==> src/rtl/neural_result_buffer.sv <==
// Result buffer behind the neural core: ReLU + saturating requantization to int8,
// argmax over two lanes, and a first-word-fall-through FIFO with drop-on-full.
module neural_result_buffer #(
    parameter int unsigned DEPTH = 8,
    parameter int unsigned SHIFT = 4
) (
    input  logic                       clk,
    input  logic                       rst,
    input  logic                       in_valid,
    input  logic signed [15:0]         in_data [2],
    output logic                       out_valid,
    input  logic                       out_ready,
    output logic signed [7:0]          out_act [2],
    output logic                       out_class,
    output logic [$clog2(DEPTH):0]     count,
    output logic                       overflow,
    input  logic                       clear_ovf,
    output logic [15:0]                sat_count
);

    localparam int unsigned PW = $clog2(DEPTH);
    localparam int unsigned CW = PW + 1;

    typedef struct packed {
        logic [7:0] act0;
        logic [7:0] act1;
        logic       cls;
    } entry_t;

    // Stage 1 combinational quantization
    logic [15:0] r_c   [2];
    logic [15:0] q_c   [2];
    logic [7:0]  act_c [2];
    logic [1:0]  sat_c;
    logic        cls_c;

    always_comb begin
        for (int i = 0; i < 2; i++) begin
            r_c[i]   = in_data[i][15] ? 16'd0 : in_data[i];
            q_c[i]   = r_c[i] >> SHIFT;
            sat_c[i] = (q_c[i] > 16'd127);
            act_c[i] = sat_c[i] ? 8'd127 : q_c[i][7:0];
        end
        cls_c = (act_c[1] > act_c[0]);
    end

    logic        s1_valid_q;
    logic [7:0]  s1_act_q [2];
    logic        s1_cls_q;
    logic [1:0]  s1_sat_q;

    always_ff @(posedge clk or negedge rst) begin
        if (!rst) begin
            s1_valid_q  <= 1'b0;
            s1_act_q[0] <= 8'd0;
            s1_act_q[1] <= 8'd0;
            s1_cls_q    <= 1'b0;
            s1_sat_q    <= 2'b00;
        end else begin
            s1_valid_q  <= in_valid;
            s1_act_q[0] <= act_c[0];
            s1_act_q[1] <= act_c[1];
            s1_cls_q    <= cls_c;
            s1_sat_q    <= sat_c;
        end
    end

    // Stage 2 FIFO control
    entry_t          mem_q [DEPTH];
    entry_t          head_q, head_d, wdata_c;
    logic [PW-1:0]   wr_ptr_q, wr_ptr_d, rd_ptr_q, rd_ptr_d;
    logic [CW-1:0]   count_q, count_d;
    logic            out_valid_q, overflow_q, overflow_d;
    logic [15:0]     sat_count_q, sat_count_d;
    logic [16:0]     sat_sum_c;
    logic            pop_c, full_c, wr_c, drop_c;

    always_comb begin
        pop_c    = out_valid_q && out_ready;
        full_c   = (count_q == CW'(DEPTH));
        wr_c     = s1_valid_q && (!full_c || pop_c);
        drop_c   = s1_valid_q && !wr_c;
        wdata_c  = {s1_act_q[0], s1_act_q[1], s1_cls_q};
        wr_ptr_d = wr_c  ? wr_ptr_q + PW'(1) : wr_ptr_q;
        rd_ptr_d = pop_c ? rd_ptr_q + PW'(1) : rd_ptr_q;

        count_d = count_q;
        if (wr_c && !pop_c) begin
            count_d = count_q + CW'(1);
        end else if (!wr_c && pop_c) begin
            count_d = count_q - CW'(1);
        end

        // Head tracks the slot rd_ptr_d will point at; a write into that slot forwards.
        head_d = head_q;
        if (count_d != '0) begin
            head_d = (wr_c && (rd_ptr_d == wr_ptr_q)) ? wdata_c : mem_q[rd_ptr_d];
        end

        overflow_d = overflow_q;
        if (drop_c) begin
            overflow_d = 1'b1;
        end else if (clear_ovf) begin
            overflow_d = 1'b0;
        end

        sat_sum_c   = {1'b0, sat_count_q} + 17'(s1_sat_q[0]) + 17'(s1_sat_q[1]);
        sat_count_d = sat_count_q;
        if (s1_valid_q) begin
            sat_count_d = sat_sum_c[16] ? 16'hFFFF : sat_sum_c[15:0];
        end
    end

    always_ff @(posedge clk or negedge rst) begin
        if (!rst) begin
            wr_ptr_q    <= '0;
            rd_ptr_q    <= '0;
            count_q     <= '0;
            head_q      <= '0;
            out_valid_q <= 1'b0;
            overflow_q  <= 1'b0;
            sat_count_q <= 16'd0;
        end else begin
            wr_ptr_q    <= wr_ptr_d;
            rd_ptr_q    <= rd_ptr_d;
            count_q     <= count_d;
            head_q      <= head_d;
            out_valid_q <= (count_d != '0);
            overflow_q  <= overflow_d;
            sat_count_q <= sat_count_d;
        end
    end

    // Storage needs no reset; occupancy is governed by the pointers.
    always_ff @(posedge clk) begin
        if (wr_c) begin
            mem_q[wr_ptr_q] <= wdata_c;
        end
    end

    assign out_valid  = out_valid_q;
    assign out_act[0] = head_q.act0;
    assign out_act[1] = head_q.act1;
    assign out_class  = head_q.cls;
    assign count      = count_q;
    assign overflow   = overflow_q;
    assign sat_count  = sat_count_q;

endmodule

==> config.mk <==
export PLATFORM = sky130hd
export DESIGN_NAME = neural_result_buffer
export DESIGN_NICKNAME = d
export VERILOG_FILES = /design/src/rtl/neural_result_buffer.sv
export SDC_FILE = /design/constraint.sdc
export NUM_CORES = 1
export LEC_CHECK = 0
export BUFFER_PORTS_ARGS = -buffer_cell sky130_fd_sc_hd__buf_2
export CAP_MARGIN = 10
export CORE_ASPECT_RATIO = 0.7
export CORE_MARGIN = 10
export CORE_UTILIZATION = 45
export DETAILED_ROUTE_END_ITERATION = 6
export HOLD_SLACK_MARGIN = 0.05
export PLACE_DENSITY_LB_ADDON = 0.2
export RECOVER_POWER = 25
export SLEW_MARGIN = 40
export SYNTH_ARGS = -nofsm -noshare
export SYNTH_HDL_FRONTEND = slang
export SYNTH_SLANG_ARGS = --single-unit
==> constraint.sdc <==
create_clock -name clk -period 10 [get_ports clk]
set_clock_uncertainty 0.1 [all_clocks]
set_input_delay 2 -clock clk [delete_from_list [all_inputs] [get_ports clk]]
set_output_delay 2 -clock clk [all_outputs]
set_load 0.02 [all_outputs]
# Word-level counts from Yosys, hierarchy flattened
# Memory sizes are Yosys's and may differ from the RTL's. A register that Yosys moved wholly into a read port is not among the register bits.
# Index checks and enable logic that the tools add are counted.
[word_totals]
ff_bits = 48
rom_bits = 0
ramBits = 136
latchBits = 0
mem_count = 1
elab_cells = 46
[classes]
n_eq_ne = 1
magnitude_cmp = 3
n_reduce_logical = 12
n_div = 0
shift = 0
addsub = 6
n_bitwise = 0
n_mux = 12
mul = 0
[mem_list]
columns = ["name", "depth", "width", "rd", "rd_clocked_by_memory_dff", "write_ports", "line_no", "text"]
rows = [
  ["mem_q", 8, 17, 1, 1, 1, "69", "entry_t mem_q [DEPTH];"],
]
[op_table]
columns = ["op", "count"]
rows = [
  ["2-to-1 mux 15 bit", 2],
  ["> comparator 11 x 7 -> 1 bit (second input constant)", 2],
  ["adder 16 x 1 -> 17 bit", 1],
  ["adder 17 x 1 -> 17 bit", 1],
  ["2-to-1 mux 16 bit", 1],
  ["2-to-1 mux 8 bit", 2],
  ["> comparator 8 bit", 1],
  ["2-to-1 mux 4 bit", 2],
  ["adder 3 x 1 -> 3 bit (second input constant)", 2],
  ["logical AND 1 bit", 5],
  ["adder 4 x 1 -> 4 bit (second input constant)", 1],
  ["equality test 4 bit (second input constant)", 1],
  ["zero test 1 bit", 4],
  ["2-to-1 mux 1 bit", 4],
  ["nonzero test 4 bit", 1],
  ["subtractor 4 x 1 -> 4 bit (second input constant)", 1],
  ["2-to-1 mux 3 bit", 1],
  ["nonzero test 2 bit", 1],
  ["logical OR 1 bit", 1],
]

# Depth between registers and ports, before layout
# Gate-level depths: netlist (run 1).
[logic_depth]
ltp_word = 9
ltp_mapped = 11
ltp_nobuf = 10

# Least setup slack after synthesis (run 1)
# Ideal clock, no wire load.
[synth_path]
path_type = "input to register"
start = "in out_ready"
end = "mem mem_q[0][0] (netlist name), enable pin"
setup_ps = 435
stages = 4
arrival_time_ps = 4242
path_buffers = 1
path_slack_ps = 5223
cell_sequence = "and2_1 > buf_2 > o21ai_1 > nor4_1"
[synth_between]
elab_chain_cells = 5
[synth_lines]
columns = ["item", "line_no", "text"]
rows = [
  ["start, declared", "12", "input logic out_ready,"],
  ["logical AND 1 bit", "79", "pop_c = out_valid_q && out_ready;"],
  ["logical OR 1 bit", "81", "wr_c = s1_valid_q && (!full_c || pop_c);"],
  ["logical AND 1 bit", "81", ""],
  ["2-to-1 mux 1 bit", "136", "if (wr_c) begin"],
  ["2-to-1 mux 1 bit (implied by the code)", "137", "mem_q[wr_ptr_q] <= wdata_c;"],
  ["end, declared", "69", ""],
]
# No other way between the ends.

# Final worst setup path (run 1)
[layout_path]
start = "in out_ready"
end = "reg, netlist name out_act[13]"
[layout_between]
elab_chain_cells = 8
word_cells_on_any_way = 11
cone_classes = "3 x mux; 8 x reduce/logical"
[layout_lines]
columns = ["item", "line_no", "text"]
rows = [
  ["logical AND 1 bit (*)", "79", ""],
  ["logical OR 1 bit", "81", ""],
  ["logical AND 1 bit", "81", ""],
  ["zero test 1 bit", "90", "end else if (!wr_c && pop_c) begin"],
  ["logical AND 1 bit", "90", ""],
  ["2-to-1 mux 4 bit", "90", ""],
  ["2-to-1 mux 4 bit", "88", "if (wr_c && !pop_c) begin"],
  ["nonzero test 4 bit", "96", "if (count_d != '0) begin"],
]
# Mark *: on every way between the ends. The rest lies on a longest branch, timed or not.
# A chain may end at the register's enable or synchronous reset.

==> metrics.yaml, run 1 <==
async_flop_share_pct: 32.3
postCtsSetupRepairBufs: 0
cts_buffers: 20
cts-root-buf: "clkbuf_16"
vdd_drop_max_mv: 0.254
initial_utilization_pct: 46.0
drtIter0Drc: 355
status: "complete, no violations"
hpwl_mm: 11.3
ctsLongestPathBuffers: 3
via_count: 4943
grt_pass1_wl_mm: 27.7
yosysWarnings: 0
nets: 723
p_leak_nw: 3.88
via_per_inst: 5.36
synthMostInstantiatedCell: "edfxtp_1"
antenna_left: 0
cp-end-kind: "flop"
place_area_sq_mm: 0.00909
rsz0062_at_grt: "no"
max_slew_margin_pct: 54.5
crit_path_start: "out_ready"
antenna_found_initial: 0
powerDensity_mw_per_mm2: 312
cp_num_cells: 9
syn_inst: 589
synth_area_sq_mm: 0.00831
hold_viol_final: 0
ioPinCount: 76
first_global_vias: 4967
rows: 41
critPathMaxFanout: 40
route.top_layer_used: "met4"
path_cells: "buf_2 -> and2_1 -> xnor2_4 -> buf_4 -> buf_4 -> mux2i_1 -> a22oi_1 -> a21oi_1 -> o31ai_1"
start_kind: "input pin"
clkTransAtPathRegs_ns: 0.06
cts_tree: "built"
timing.rr.start: "out_valid"
critical-path-top-delay-family: "buffers and inverters"
cts.sink_count: 201
wire_per_inst_um: 19.4
fin_crit_ns: 4.43
reg2reg_to: "out_act[13]"
fmax_mhz: 226
slowest_stage: "buf_4"
numPortBuffers: 67
worstSetupEndpoint: "out_act[13]"
fp.dieH_um: 134
drc: 0
die_w_um: 182
grt_overflow: 0
area_growth_pct: 17.7
seq_area_frac_synth_pct: 68.7
htreeDepth: 1
fin_area_sq_mm: 0.00978
drive_above_1_share_pct: 19.8
gr-usage-all-layers_pct: 14.3
crit_top_cell: "buf_4"
core_sq_mm: 0.0181
yosys-top-cells-area: "edfxtp_1 49%, dfrtp_1 20%, mux2i_1 8.3%"
cp_slowest_stage_delay_ns: 0.66
finalSetupViolations: 0
reg2regPathDepth: 8
period_share_pct: 44.3
met2_length_mm: 8.35
drt_first_pass_iters: 4
dp_slack_ns: 5.10
syn-mean-instance-area_sq_um: 14.1
hold_buffers: 0
rrSetupSlack_ns: 6.74
drv_slew: 0
worstSetupPathType: "input pin to flop"
required_ns: 10.27
instances_no_fill: 922
path_buf_inv: 3
synth_cell_type_count: 50
wl_met1_mm: 8.20
ys_ff_latch: 201
grt_start_max_net_pins: 66
worstHoldPathType: "flop to flop"
tightest_slew_ns: 0.683
wirelength_mm: 17.9
yosysTopAreaCell: "edfxtp_1"
synth_top_area_share_pct: 49.1
cts.repair.resized: 0
setup_tns_ns: 0
dieArea_sq_mm: 0.0244
synthTopCellsByCount: "136 x edfxtp_1, 69 x mux2i_1, 65 x dfrtp_1"
wl_met3_mm: 1.05
antenna_cells: 0
setup_ws_ns: 5.57
place_inst: 886
synth-edff-count: 136
ys.flop_type: "edfxtp_1"
cp.arrival_ns: 4.70
clock_latency_ns: 0.48
fin_util_pct: 54.2
drv_cap: 0
place_congestion: 0.784
## kinds of logic after synthesis
kind of cell | Yosys count | share of synthesized area [%]
multiplexers | 71 | 8.71
buffers and inverters | 43 | 2.27
flip-flops | 201 | 68.7
other | 2 | 0.0903
XOR/XNOR | 17 | 1.88
AND/OR/NAND/NOR | 144 | 8.25
AO/OA/AOI/OAI | 97 | 7.92
adder cells (fa/ha/maj) | 14 | 2.20
## layout by cell type, fill, tap and decap left out, drive strengths merged, types with 3 or more instances in the layout
master and instances:
buf 83, mux2i 70, nand4 3, or4 3, or3 3, o21a 3, a21oi 20, o22ai 3
xnor2 10, inv 19, or2 5, o21ai 8, nor2 55, and3 3, xor2 7, dfrtp 65
nand2b 3, nand3 9, nor4 3, and3b 3, o31ai 17, conb 4, nor3 5, a22oi 34
a31oi 3, edfxtp 136, clkbuf 30, ha 13, nand2 40, nor2b 4
## final cells by class
cell class                 count  area, sq um
tap                          236          295
clock inverter                 6         83.8
fill                        1472         8270
timing repair buffer          83          485
inverter                      19         71.3
sequential                   201         5710
multi-input combinational    347         2530
clock buffer                  30          609
## tightest hold or removal path, stage by stage, from the launching register on
cell and delay, ns:
dfrtp_1 0.33, nand2_1 0.05, o31ai_1 0.05
## power by group
group	switching [W]	total, W	internal [W]
sequential	0.000102	0.00117	0.00106
clock	0.000295	0.000768	0.000473
combinational	0.000682	0.00111	0.000433
total	0.00108	0.00305	0.00197
## how the worst min path moves through the flow
stage | start | end | slack, ns | cells after the start
2_1_floorplan | s1_cls_q | mem_q[0][0] | 0.44 | 0
3_3_place_gp | out_act[15] | out_act[15] | 0.36 | 2
3_5_place_dp | out_act[10] | out_act[10] | 0.36 | 2
4_1_cts | out_act[10] | out_act[10] | 0.38 | 2
5_1_grt | out_act[11] | out_act[11] | 0.41 | 2
6_report | out_act[10] | out_act[10] | 0.37 | 2
## flip-flops by register name, summed over array words and instances, names as in the netlist
signal / count
s1_cls_q: 1
count: 4
out_act: 16
s1_act_q: 16
overflow: 1
out_valid: 1
mem_q: 136
wr_ptr_q: 3
s1_sat_q: 2
rd_ptr_q: 3
sat_count: 16
out_class: 1
s1_valid_q: 1
## metrics by stage
step	total power (W)	hold slack [ns]
2_1_floorplan	0.00195	0.440
3_3_place_gp	0.00224	0.357
3_5_place_dp	0.00231	0.362
4_1_cts	0.00308	0.376
5_1_grt	0.00322	0.405
6_report	0.00305	0.369
## metal layers
metal	vias to the layer above	GRT usage, %
met3	18	2.98
met5	-	0
met1	2449	18.7
met4	0	3.52
li1	2357	-
met2	119	23.7
No activity file was read; power rests on OpenSTA's default activity.
==> run 2: changes to the inputs <==
- ABC_AREA: default -> 1
- clock period: 10 -> 3.6 ns (I/O delays scaled with it)
==> run 2 against run 1 <==
  * The run now ends with max-capacitance violations, max-slew violations left
  * Cell count grew 43%
  * Non-clock buffer count rose by 6
  * Wire length up 19%
  * Synthesized cell count grew 61%
  * Critical endpoint is now sat_count[11]
  * Highest routed layer unchanged
==> metrics.yaml, run 2 <==
status: "complete, but fails checks"
violations: "max-capacitance violations, max-slew violations"
syn-mean-instance-area_sq_um: 9.77
cts.repair.resized: 0
fin_total_pwr_w: 0.00917
yosysWarnings: 0
via_per_inst: 4.90
start_kind: "flop"
final_common_cell: "nand2_1"
synthXorXnorAreaFrac_pct: 0.945
via_count: 6463
syn_inst: 949
ys.flop_type: "edfxtp_1"
ioPinCount: 76
synth_compound_area_share_pct: 2.15
clock_latency_ns: 0.50
seq_area_frac_synth_pct: 61.6
instances_no_fill: 1318
cp-end-kind: "flop"
vdd_drop_max_mv: 0.382
antenna_cells: 0
place_inst: 1280
worstSetupPathType: "flop to flop"
htreeDepth: 1
grt_start_max_net_pins: 66
p_leak_nw: 4.94
drc: 0
crit_path_start: "sat_count[0]"
async_flop_share_pct: 32.3
synthTopCellsByCount: "248 x nand2_1, 170 x nand3_1, 165 x inv_1"
drt_first_pass_iters: 5
gr-usage-all-layers_pct: 15.8
pwr-share-clk_pct: 23.6
hold_viol_final: 0
cts_tree: "built"
rsz0062_at_grt: "no"
area_growth_pct: 14.9
intPower_w: 0.00538
grt_overflow: 0
cp.arrival_ns: 2.80
regMostFlops: "mem_q"
yosysTopAreaCell: "edfxtp_1"
synth-edff-count: 136
dieArea_sq_mm: 0.0268
wire_per_inst_um: 16.1
yosys-top-cells-area: "edfxtp_1 44%, dfrtp_1 18%, nand2_1 10%"
p_comb_share_pct: 41.7
place_congestion: 0.788
fp.dieH_um: 140
fin_util_pct: 53.2
antenna_found_initial: 0
drv_cap: 1
ctsLongestPathBuffers: 3
fmax_mhz: 403
swShare_pct: 41.4
tightest_slew_ns: 1.68
fin_crit_ns: 2.48
die_w_um: 192
netSwitchingPower_w: 0.00380
ys_ff_latch: 201
hpwl_mm: 13.5
min_from: "in_valid"
postCtsSetupRepairBufs: 0
cts-root-buf: "clkbuf_16"
muxShareOfSynthArea_pct: 0
antenna_left: 0
drv_slew: 66
p_seq_share_pct: 34.7
finalSetupViolations: 0
wirelength_mm: 21.2
required_ns: 3.92
synth-adder-area-share_pct: 1.97
nFillCells: 1798
cts_buffers: 21
synth_area_sq_mm: 0.00927
max_slew_margin_pct: -11.9
timing.rr.start: "sat_count[0]"
synth_cell_type_count: 38
first_global_vias: 6149
critPathMaxFanout: 4
synth_top_family_by_area: "simple AND/OR/NAND/NOR gates"
powerDensity_mw_per_mm2: 861
nets: 1084
hold_ws_ns: 0.231
synthMostInstantiatedCell: "nand2_1"
core_sq_mm: 0.0200
clkTransAtPathRegs_ns: 0.06
drtIter0Drc: 397
cts.sink_count: 201
final_cell_mix: "247 x nand2_1, 170 x nand3_1, 165 x inv_1, 136 x edfxtp_1, 66 x buf_2"
hold_buffers: 0
period_share_pct: 69.0
largest_register_ffs: 136
numPortBuffers: 67
drive_above_1_share_pct: 14.6
initial_utilization_pct: 46.3
setup_tns_ns: 0
synth_top_area_share_pct: 44.1
grt_pass1_wl_mm: 33.9
yosys.area_share.simple_pct: 24.5
rows: 43
worstHoldPathType: "input pin to flop"
run 2: critical path, cell delays in order, from the launching register on:
cell	delay, ns
dfrtp_1	0.38
inv_1	0.07
fa_1	0.43
inv_1	0.10
ha_1	0.19
nand3_1	0.10
nor3_1	0.25
nand2_1	0.13
nor2_1	0.17
nand3_1	0.20
inv_1	0.16
a21oi_1	0.05
o21ai_0	0.07
run 2: power groups by stage:
stage	Clock (W)	Combinational, W	Sequential, W
2_1_floorplan	0	0.00246	0.00339
6_report	0.00217	0.00382	0.00318
5_1_grt	0.00230	0.00426	0.00323
4_1_cts	0.00221	0.00383	0.00318
3_3_place_gp	0	0.00375	0.00321
3_5_place_dp	0	0.00381	0.00323
run 2: layout make-up:
| cell class | instances | area [sq um] | share of cell area [%] |
|---|---|---|---|
| clock buffers | 29 | 628 | 5.90 |
| repair buffers | 89 | 500 | 4.70 |
| well taps | 270 | 338 | 3.17 |
| multi-input cells | 549 | 2750 | 25.9 |
| inverters | 171 | 642 | 6.03 |
| flip-flops and latches | 201 | 5710 | 53.6 |
| clock inverters | 9 | 75.1 | 0.705 |
run 2: cell families (layout without fill, tap and decap cells):
kind of cell,Yosys count,in the layout
AO/OA/AOI/OAI,35,35
other,2,4
buffers and inverters,201,298
XOR/XNOR,10,10
adder cells (fa/ha/maj),14,14
flip-flops,201,201
AND/OR/NAND/NOR,486,486
run 2: per-stage QoR:
step / area [sq um] / setup WS [ns]
global placement: 9950 / 0.865
floorplan: 9280 / 1.03
global route: 10600 / 0.787
CTS: 10700 / 1.11
finish: 10600 / 1.12
detailed placement: 9950 / 0.849
run 2: routing by layer:
layer	track usage [%]	wire length, um	vias to the layer above
li1	-	-	3238
met1	23.5	10400	3006
met2	23.3	8900	190
met3	2.65	1440	29
met4	3.94	438	0
met5	0	0	-
run 2: final timing paths:
path,end,slack (ns),cells after the start
max,sat_count[11],1.12,12
min,s1_valid_q,0.23,1
max reg2reg,sat_count[11],1.12,12
min reg2reg,out_act[14],0.40,2
max in group asynchronous,s1_act_q[8],1.83,1
min in group asynchronous,out_act[13],0.55,1
